[config.mk]
export PLATFORM = sky130hd
export DESIGN_NAME = mem_access_unit_flat
export DESIGN_NICKNAME = d
export VERILOG_FILES = /design/src/rtl/mem_access_unit_if.sv /design/src/rtl/mem_access_unit.sv /design/src/flat_wrapper.sv
export SDC_FILE = /design/constraint.sdc
export NUM_CORES = 1
export LEC_CHECK = 0
export ABC_CLOCK_PERIOD_IN_PS = 3300
export CAP_MARGIN = 20
export CORE_ASPECT_RATIO = 1.1
export CORE_MARGIN = 2
export CORE_UTILIZATION = 45
export CTS_BUF_LIST = sky130_fd_sc_hd__clkbuf_2
export CTS_CLUSTER_SIZE = 8
export DETAILED_ROUTE_END_ITERATION = 12
export PLACE_DENSITY_LB_ADDON = 0.1
export SLEW_MARGIN = 20
export SYNTH_ARGS = -nofsm -noshare
export SYNTH_HDL_FRONTEND = slang
export SYNTH_SLANG_ARGS = --single-unit
[constraint.sdc]
create_clock -name clk -period 3.3 [get_ports clk]
set_input_delay 0.99 -clock clk [delete_from_list [all_inputs] [get_ports clk]]
set_output_delay 0.99 -clock clk [all_outputs]
set_load 0.02 [all_outputs]
[src/rtl/mem_access_unit_if.sv]
// Request/response and data-memory bus for the MEM-stage load/store unit.
// The slave modport is the unit; the master modport is the pipeline plus dataMem.
interface mem_access_unit_if #(
  parameter int ADDR_W = 32
) ();
  // request channel from the EX/MEM register
  logic              req_valid;
  logic              req_ready;
  logic              req_write;
  logic [1:0]        req_size;
  logic              req_signed;
  logic [ADDR_W-1:0] req_addr;
  logic [31:0]       req_wdata;
  // response channel
  logic              resp_valid;
  logic [31:0]       resp_rdata;
  logic              resp_err;
  // word-only data memory port
  logic [31:0]       mem_addr;
  logic [31:0]       mem_wdata;
  logic [31:0]       mem_rdata;
  logic              mem_read;
  logic              mem_write;

  modport slave (
    input  req_valid, req_write, req_size, req_signed, req_addr, req_wdata, mem_rdata,
    output req_ready, resp_valid, resp_rdata, resp_err,
           mem_addr, mem_wdata, mem_read, mem_write
  );

  modport master (
    output req_valid, req_write, req_size, req_signed, req_addr, req_wdata, mem_rdata,
    input  req_ready, resp_valid, resp_rdata, resp_err,
           mem_addr, mem_wdata, mem_read, mem_write
  );
endinterface

[src/rtl/mem_access_unit.sv]
// Load/store front end for a word-only data memory.
// Byte/half/word requests become word accesses; sub-word stores are done as
// read-modify-write, loads are lane-selected and extended, and misaligned,
// reserved-size or out-of-range requests are answered with an error and never
// reach the memory.
module mem_access_unit #(
  parameter int ADDR_W    = 32,
  parameter int DATA_W    = 32,
  parameter int MEM_DEPTH = 2048
) (
  input  logic             clk,
  input  logic             rst,
  mem_access_unit_if.slave bus
);

  if (DATA_W != 32) begin : g_bad_data_w
    $error("mem_access_unit supports DATA_W = 32 only");
  end

  typedef enum logic [2:0] {
    S_IDLE     = 3'd0,
    S_WR       = 3'd1,
    S_LD_REQ   = 3'd2,
    S_LD_DATA  = 3'd3,
    S_RMW_REQ  = 3'd4,
    S_RMW_DATA = 3'd5,
    S_RMW_WR   = 3'd6,
    S_ERR      = 3'd7
  } state_t;

  // Replace only the addressed byte/half lane of old_word; other lanes are kept bit-exact.
  function automatic logic [31:0] merge_lane(input logic [31:0] old_word,
                                             input logic [31:0] new_data,
                                             input logic [1:0]  size,
                                             input logic [1:0]  lane);
    logic [31:0] res;
    res = old_word;
    case (size)
      2'b00: begin
        case (lane)
          2'd0:    res[7:0]   = new_data[7:0];
          2'd1:    res[15:8]  = new_data[7:0];
          2'd2:    res[23:16] = new_data[7:0];
          default: res[31:24] = new_data[7:0];
        endcase
      end
      2'b01: begin
        if (lane[1]) begin
          res[31:16] = new_data[15:0];
        end else begin
          res[15:0]  = new_data[15:0];
        end
      end
      default: res = new_data;
    endcase
    return res;
  endfunction

  // Pick the addressed lane out of a memory word and sign- or zero-extend it.
  function automatic logic [31:0] load_extend(input logic [31:0] word,
                                              input logic [1:0]  size,
                                              input logic        sgn,
                                              input logic [1:0]  lane);
    logic [7:0]  b;
    logic [15:0] h;
    logic [31:0] res;
    case (lane)
      2'd0:    b = word[7:0];
      2'd1:    b = word[15:8];
      2'd2:    b = word[23:16];
      default: b = word[31:24];
    endcase
    h = lane[1] ? word[31:16] : word[15:0];
    case (size)
      2'b00:   res = sgn ? {{24{b[7]}}, b} : {24'd0, b};
      2'b01:   res = sgn ? {{16{h[15]}}, h} : {16'd0, h};
      default: res = word;
    endcase
    return res;
  endfunction

  state_t            r_state;
  state_t            w_next;
  logic              r_write;
  logic [1:0]        r_size;
  logic              r_signed;
  logic [ADDR_W-1:0] r_addr;
  logic [31:0]       r_wdata;
  logic [31:0]       r_merge;

  logic              w_idle;
  logic              w_req_fire;
  logic              w_req_err;
  logic [ADDR_W-1:0] w_req_widx;

  assign w_idle     = (r_state == S_IDLE);
  assign w_req_fire = bus.req_valid & w_idle;
  assign w_req_widx = bus.req_addr >> 2'd2;
  // Alignment, reserved size and range are all judged on the incoming request.
  assign w_req_err  = (bus.req_size == 2'b11)
                    | ((bus.req_size == 2'b01) & bus.req_addr[0])
                    | ((bus.req_size == 2'b10) & (bus.req_addr[1:0] != 2'b00))
                    | (w_req_widx >= ADDR_W'(MEM_DEPTH));

  // State register; reset drops straight to IDLE so any in-flight store is abandoned.
  always_ff @(posedge clk or negedge rst) begin
    if (!rst) begin
      r_state <= S_IDLE;
    end else begin
      r_state <= w_next;
    end
  end

  // Next-state: IDLE classifies the request, the rest walk a fixed sequence back to IDLE.
  always_comb begin
    w_next = r_state;
    case (r_state)
      S_IDLE: begin
        if (w_req_fire) begin
          if (w_req_err) begin
            w_next = S_ERR;
          end else if (!bus.req_write) begin
            w_next = S_LD_REQ;
          end else if (bus.req_size == 2'b10) begin
            w_next = S_WR;
          end else begin
            w_next = S_RMW_REQ;
          end
        end else begin
          w_next = S_IDLE;
        end
      end
      S_WR:       w_next = S_IDLE;
      S_LD_REQ:   w_next = S_LD_DATA;
      S_LD_DATA:  w_next = S_IDLE;
      S_RMW_REQ:  w_next = S_RMW_DATA;
      S_RMW_DATA: w_next = S_RMW_WR;
      S_RMW_WR:   w_next = S_IDLE;
      S_ERR:      w_next = S_IDLE;
      default:    w_next = S_IDLE;
    endcase
  end

  // Capture the request on transfer and build the merged word while the old word is on mem_rdata.
  always_ff @(posedge clk or negedge rst) begin
    if (!rst) begin
      r_write  <= 1'b0;
      r_size   <= 2'b00;
      r_signed <= 1'b0;
      r_addr   <= '0;
      r_wdata  <= 32'd0;
      r_merge  <= 32'd0;
    end else begin
      if (w_req_fire) begin
        r_write  <= bus.req_write;
        r_size   <= bus.req_size;
        r_signed <= bus.req_signed;
        r_addr   <= bus.req_addr;
        r_wdata  <= bus.req_wdata;
      end
      if (r_state == S_RMW_DATA) begin
        r_merge <= merge_lane(bus.mem_rdata, r_wdata, r_size, r_addr[1:0]);
      end
    end
  end

  // Outputs decode from the state register only (plus registered memory data in LD_DATA).
  always_comb begin
    bus.req_ready  = 1'b0;
    bus.resp_valid = 1'b0;
    bus.resp_err   = 1'b0;
    bus.resp_rdata = 32'd0;
    bus.mem_read   = 1'b0;
    bus.mem_write  = 1'b0;
    bus.mem_wdata  = 32'd0;
    bus.mem_addr   = 32'(r_addr >> 2'd2);
    case (r_state)
      S_IDLE: bus.req_ready = 1'b1;
      S_WR: begin
        bus.mem_write  = 1'b1;
        bus.mem_wdata  = r_wdata;
        bus.resp_valid = 1'b1;
      end
      S_LD_REQ: bus.mem_read = 1'b1;
      S_LD_DATA: begin
        bus.resp_valid = 1'b1;
        if (!r_write) begin
          bus.resp_rdata = load_extend(bus.mem_rdata, r_size, r_signed, r_addr[1:0]);
        end else begin
          bus.resp_rdata = 32'd0;
        end
      end
      S_RMW_REQ:  bus.mem_read = 1'b1;
      S_RMW_DATA: bus.mem_read = 1'b0;
      S_RMW_WR: begin
        bus.mem_write  = 1'b1;
        bus.mem_wdata  = r_merge;
        bus.resp_valid = 1'b1;
      end
      S_ERR: begin
        bus.resp_valid = 1'b1;
        bus.resp_err   = 1'b1;
      end
      default: bus.req_ready = 1'b0;
    endcase
  end

endmodule

[src/flat_wrapper.sv]
// flat-port wrapper written by rule: the top's interface ports become plain ports
module mem_access_unit_flat 
#(
  parameter int ADDR_W    = 32,
  parameter int DATA_W    = 32,
  parameter int MEM_DEPTH = 2048
)
  (clk, rst, bus_req_valid, bus_req_write, bus_req_size, bus_req_signed, bus_req_addr, bus_req_wdata, bus_mem_rdata, bus_req_ready, bus_resp_valid, bus_resp_rdata, bus_resp_err, bus_mem_addr, bus_mem_wdata, bus_mem_read, bus_mem_write);
  mem_access_unit_if #(.ADDR_W(ADDR_W)) bus_i ();
  input  logic clk;
  input  logic rst;
  input wire logic [$bits(bus_i.req_valid)-1:0] bus_req_valid;
  input wire logic [$bits(bus_i.req_write)-1:0] bus_req_write;
  input wire logic [$bits(bus_i.req_size)-1:0] bus_req_size;
  input wire logic [$bits(bus_i.req_signed)-1:0] bus_req_signed;
  input wire logic [$bits(bus_i.req_addr)-1:0] bus_req_addr;
  input wire logic [$bits(bus_i.req_wdata)-1:0] bus_req_wdata;
  input wire logic [$bits(bus_i.mem_rdata)-1:0] bus_mem_rdata;
  output wire logic [$bits(bus_i.req_ready)-1:0] bus_req_ready;
  output wire logic [$bits(bus_i.resp_valid)-1:0] bus_resp_valid;
  output wire logic [$bits(bus_i.resp_rdata)-1:0] bus_resp_rdata;
  output wire logic [$bits(bus_i.resp_err)-1:0] bus_resp_err;
  output wire logic [$bits(bus_i.mem_addr)-1:0] bus_mem_addr;
  output wire logic [$bits(bus_i.mem_wdata)-1:0] bus_mem_wdata;
  output wire logic [$bits(bus_i.mem_read)-1:0] bus_mem_read;
  output wire logic [$bits(bus_i.mem_write)-1:0] bus_mem_write;
  assign bus_i.req_valid = bus_req_valid;
  assign bus_i.req_write = bus_req_write;
  assign bus_i.req_size = bus_req_size;
  assign bus_i.req_signed = bus_req_signed;
  assign bus_i.req_addr = bus_req_addr;
  assign bus_i.req_wdata = bus_req_wdata;
  assign bus_i.mem_rdata = bus_mem_rdata;
  assign bus_req_ready = bus_i.req_ready;
  assign bus_resp_valid = bus_i.resp_valid;
  assign bus_resp_rdata = bus_i.resp_rdata;
  assign bus_resp_err = bus_i.resp_err;
  assign bus_mem_addr = bus_i.mem_addr;
  assign bus_mem_wdata = bus_i.mem_wdata;
  assign bus_mem_read = bus_i.mem_read;
  assign bus_mem_write = bus_i.mem_write;
  mem_access_unit #(.ADDR_W(ADDR_W), .DATA_W(DATA_W), .MEM_DEPTH(MEM_DEPTH)) u_core (.clk(clk), .rst(rst), .bus(bus_i));
endmodule
# Yosys cells after proc, flatten, opt, wreduce, memory -nomap -nowiden
# Cells that the tools add are included.
dict set report totals {
  regBits 103
  romBits 0
  latchBits 0
  ramBits 0
  output_inout_bits 101
  input_bits 103
  wordCells 60
  n_memories 0
}
dict set report op_classes {
  shifts 0
  order_cmp 1
  add_sub_neg 0
  div_mod_pow 0
  mux 25
  eq_ne 13
  mul 0
  n_bitwise 6
  reduce_logical 8
}
# operator n
set ops {}
lappend ops {{one-hot mux 32 bit (2 select lines)} 3}
lappend ops {{two-way mux 32 bit} 4}
lappend ops {{two-way mux 16 bit} 3}
lappend ops {{two-way mux 8 bit} 4}
lappend ops {{greater-or-equal comparator 30 x 12 -> 1 bit, second input constant} 1}
lappend ops {{one-hot mux 8 bit (3 select lines)} 1}
lappend ops {{one-hot mux 3 bit (5 select lines)} 1}
lappend ops {{== test 3 bit, second input constant} 4}
lappend ops {{two-way mux 3 bit} 4}
lappend ops {{== test 2 x 1 -> 1 bit, second input constant} 3}
lappend ops {{== test 2 bit, second input constant} 3}
lappend ops {{== test 3 x 2 -> 1 bit, second input constant} 2}
lappend ops {{two-way mux 1 bit} 5}
lappend ops {{logical NOT 2 bit} 2}
lappend ops {{OR reduction 2 bit} 2}
lappend ops {{OR reduction 4 bit} 1}
lappend ops {{AND 1 bit} 3}
lappend ops {{== test 3 x 1 -> 1 bit, second input constant} 1}
lappend ops {{logical NOT 3 bit} 1}
lappend ops {{bitwise OR 1 bit} 3}
lappend ops {{OR reduction 3 bit} 1}
lappend ops {{nonzero test 2 bit} 1}

# Depth between registers and ports, before layout
dict set report depth {
  ltp_word 8
  mapped_depth 7
  depth_no_buf 4
}

# Least setup slack after synthesis
# OpenSTA, ideal clock, no wires.
dict set report synth_path {
  kind {input to output}
  startpoint {input bus_mem_rdata[23]}
  endpoint {output bus_resp_rdata[7]}
  arrival_ps 2332
  stages 3
  path_slack_ps -22
  required_ps 2310
  path_cell_list {mux4_2 -> nor3_1 -> a2111oi_0}
}
dict set report synth_via {
  elab_chain_len 5
  word_cells_on_any_way 7
  cone_classes {mux: 7}
}
# item line
set synth_rtl {}
lappend synth_rtl {{from (decl)} flat_wrapper.sv:18} ;# input wire logic [$bits(bus_i.mem_rdata)-1:0] bus_mem_rdata;
lappend synth_rtl {{one-hot mux 8 bit (3 select lines) / two-way mux 16 bit (equally long branches)} {mem_access_unit.sv:67, mem_access_unit.sv:73}}
lappend synth_rtl {{two-way mux 32 bit, on equally long branches} {mem_access_unit.sv:75, mem_access_unit.sv:76}}
lappend synth_rtl {{one-hot mux 32 bit (2 select lines) (*)} mem_access_unit.sv:74} ;# case (size)
lappend synth_rtl {{two-way mux 32 bit (*)} mem_access_unit.sv:187} ;# if (!r_write) begin
lappend synth_rtl {{two-way mux 32 bit (*)} mem_access_unit.sv:177} ;# case (r_state)
lappend synth_rtl {{to (decl)} flat_wrapper.sv:21} ;# output wire logic [$bits(bus_i.resp_rdata)-1:0] bus_resp_rdata;
# Mark *: on every way between the ends. The rest lies on a longest branch, timed or not.

# Worst setup path after layout
dict set report layout_path {
  startpoint {register u_core.r_addr[1]}
  endpoint {output bus_resp_rdata[18]}
}
dict set report layout_via {
  elab_chain_len 6
  word_cells_on_any_way 10
  cone_classes {eq/ne: 2; mux: 7; reduce/logical: 1}
}
# item line
set layout_rtl {}
lappend layout_rtl {{from (decl)} mem_access_unit.sv:87} ;# logic [ADDR_W-1:0] r_addr;
lappend layout_rtl {{from (signal assigned)} mem_access_unit.sv:158} ;# r_addr <= bus.req_addr;
lappend layout_rtl {{== test 2 bit, or another cell as far along} mem_access_unit.sv:67} ;# case (lane)
lappend layout_rtl {{one-hot mux 8 bit (3 select lines)} mem_access_unit.sv:67}
lappend layout_rtl {{two-way mux 32 bit} mem_access_unit.sv:75} ;# 2'b00: res = sgn ? {{24{b[7]}}, b} : {24'd0, b};
lappend layout_rtl {{one-hot mux 32 bit (2 select lines) (*)} mem_access_unit.sv:74}
lappend layout_rtl {{two-way mux 32 bit (*)} mem_access_unit.sv:187}
lappend layout_rtl {{two-way mux 32 bit (*)} mem_access_unit.sv:177}
# Marked as above.

==> metrics <==
status finished with violations; violated checks setup timing; worst slew pin tran roughly 1100 ps; Die ar. 14300 um2; peak supply drop between 0.6 and 0.7 mV; hold-fix buffers at CTS 0; pre-CTS setup slack -806 ps; fraction of layout cells with a size suffix above 1 a little under a quarter; final core occ 65.1%; # rows 44; ordered cell list for the critical path mux4_2 > and2_4 > o21ai_4 > buf_12 > nand2_4 > buf_6; RSZ-0062 raised after global routing yes; FF+latch count, synth around 100; DR WL met3 2.12 mm; commonest non-fill, non-tap cell in the layout nand2_1; DR iter-0 viols approximately 510; Post-DP Area 8300 um2; per-cell routed wire length 20.5 um; Initial Utilization 45.9%; Worst Slack Setup Final -60.3 ps; antenna violations before repair 0; Post-synth EDFFs 0; Post-Syn Area ~6000 um2; highest routed layer met4; Antenna diodes 0; Final Hold Fails 0; Reg2Reg Setup Slack 1210 ps; main flop type after synthesis dfrtp_1; ys async rst share 100%; CP arrival 2370 ps; area delta synth->final 41.9%; dpl hpwl 16.1 mm; Clock Latency Late Sink approximately 630 ps; CTS buffer count 9; Crit Path Class reg2out; PwrDens roughly 870 nW/um2; minimum clock period 3360 ps; CP max-delay cell mux4_2; Placer Congestion 0.974; pin count of the biggest net entering global routing 65; Netlist cell types 47; CP Buf/Inv Count 2; yosys warns 0; Total Routed Length around 23 mm; filler cell count 1120; register area share after synthesis between 40% and 50%; Final Skew ~34 ps; drt pass-1 iters 5; Clk pin slew, worst setup/hold paths 270 ps; CTS H-tree lvls 3; Crit path largest cell delay 550 ps; CTS tree built; Final period util 102%; design area 8530 um2; min-delay worst type in2async; core area 13100 um2; Tot GR Track Use about a third; Crit. End Element primary output; vias in the first global route ~6300; final net count 1049; Die Wd 114 um; f_max 0.298 GHz; WL met1 9.26 mm; io pins 204; instance count of the mapped netlist between 700 and 800; worst-case clock buffer depth 2; Critical Path RT 2310 ps; Leakage 0.00402 uW; gr ovfl total 0; Slew HR 27.1%; most frequent cells in the layout nand2_1 (275), clkdlybuf4s50_1 (127), dfrtp_1 (101); clock sinks 103; DRT antenna net count 0; vias after detailed routing 6409; Reg area between 2000 and 3000 um2; Worst Path Max Fanout 8; Die H 125 um; syn_area_per_cell a little over 8 um2; Clock Root Buffer clkbuf_2; startpoint types register; met2 wire len 10.6 mm; DRC viols 0; # port buffers around 200; multi-input logic area around 3100 um2; Top delay family on crit path multiplexers; Pins Over Slew Limit 0; count of final setup violators 23; global-route wire length before repair around 35 mm; via/cell ratio 5.76; maxcap violations 0
[Yosys cell counts (2+ instances only)]
cell type  count  area [um2]
buf_6          2        22.5
a221oi_1      15         131
nor2b_1        2        12.5
clkbuf_1      24        90.1
or2_2          2        12.5
mux2i_1       10         100
nand2_1      292        1100
nand2b_1       2        12.5
buf_4         32         240
nor3_1         6        30.0
a211oi_1       7        52.6
nor2_1        32         120
nand3_1        3        15.0
buf_2         25         125
mux2_2        22         248
inv_1          4        15.0
nor4_1         4        25.0
o221ai_1       8        70.1
a31oi_1       15        93.8
o21ai_0       37         185
dfrtp_1      103        2580
nor3b_1       11        82.6
a21oi_1       11        55.1
o22ai_1       16         100
a2111oi_0      2        17.5
nor3_2         2        20.0
a22o_1        33         289
[worst paths after layout]
| check | startpoint | end | cells past startpoint |
|---|---|---|---|
| max reg2reg | u_core.r_size[0]$_DFFE_PN0P_ | u_core.r_merge[28]$_DFFE_PN0P_ | 4 |
| max in group asynchronous | rst | u_core.r_addr[1]$_DFFE_PN0P_ | 2 |
| min in group clk | u_core.r_write$_DFFE_PN0P_ | u_core.r_write$_DFFE_PN0P_ | 2 |
| min | rst | u_core.r_wdata[28]$_DFFE_PN0P_ | 1 |
| min reg2reg | u_core.r_write$_DFFE_PN0P_ | u_core.r_write$_DFFE_PN0P_ | 2 |
| max | u_core.r_addr[1]$_DFFE_PN0P_ | bus_resp_rdata[18] | 6 |
[logic make-up (layout without fill, tap and decap cells)]
group           after synthesis  after routing  synth area share [%]
other cells                   1              2                0.0624
flops                       103            103                  42.9
compound gates              151            151                  17.7
buf+inv                      89            297                  8.33
xor+xnor                      1              1                 0.146
mux                          33             33                  6.16
simple gates                364            364                  24.7
[area by class of cell]
cell class	instances	share of cell area, %
flip-flops and latches	103	30.3
clock buffers	11	0.646
clock inverters	5	0.660
repair buffers	276	29.1
inverters	5	0.220
multi-input cells	551	36.7
well taps	161	2.36
[report_power, final]
| part | switching, uW | internal [uW] |
|---|---|---|
| Combinational | 2550 | 1850 |
| Sequential | 548 | 1850 |
| Clock | 449 | 184 |
[per-layer routing]
metal  vias up  GRT usage, %
met1      3061          41.9
li1       2923             -
met3        63          6.20
met5         -             0
met2       362          50.6
met4         0          11.9
[sequential cells by signal (all words and copies together), names as in the netlist]
name and flops:
u_core.r_size 2, u_core.r_merge 32, u_core.r_wdata 32, u_core.r_write 1, u_core.r_addr 32, u_core.r_state 3
u_core.r_signed 1
[per-stage QoR]
stage	cells	setup TNS [ps]	hold slack, ps	power, uW
2_1_floorplan	743	0	442	5010
3_3_place_gp	1087	-21770	457	6580
3_5_place_dp	1087	-21690	462	6670
4_1_cts	1111	-2420	419	7320
5_1_grt	1112	-3380	440	7890
6_report	1112	-1040	425	7430
[repair_timing]
| action | 4_1_cts | 5_1_grt |
|---|---|---|
| pin swaps | 6 | 5 |
| buffers inserted | 6 | 2 |
| endpoints found under the hold margin | 0 | 0 |
| gates resized for setup | 297 | 73 |
| endpoints found under the setup margin | 65 | 64 |
| cloned | 2 | 2 |
Power figures use the tool's default switching activity.
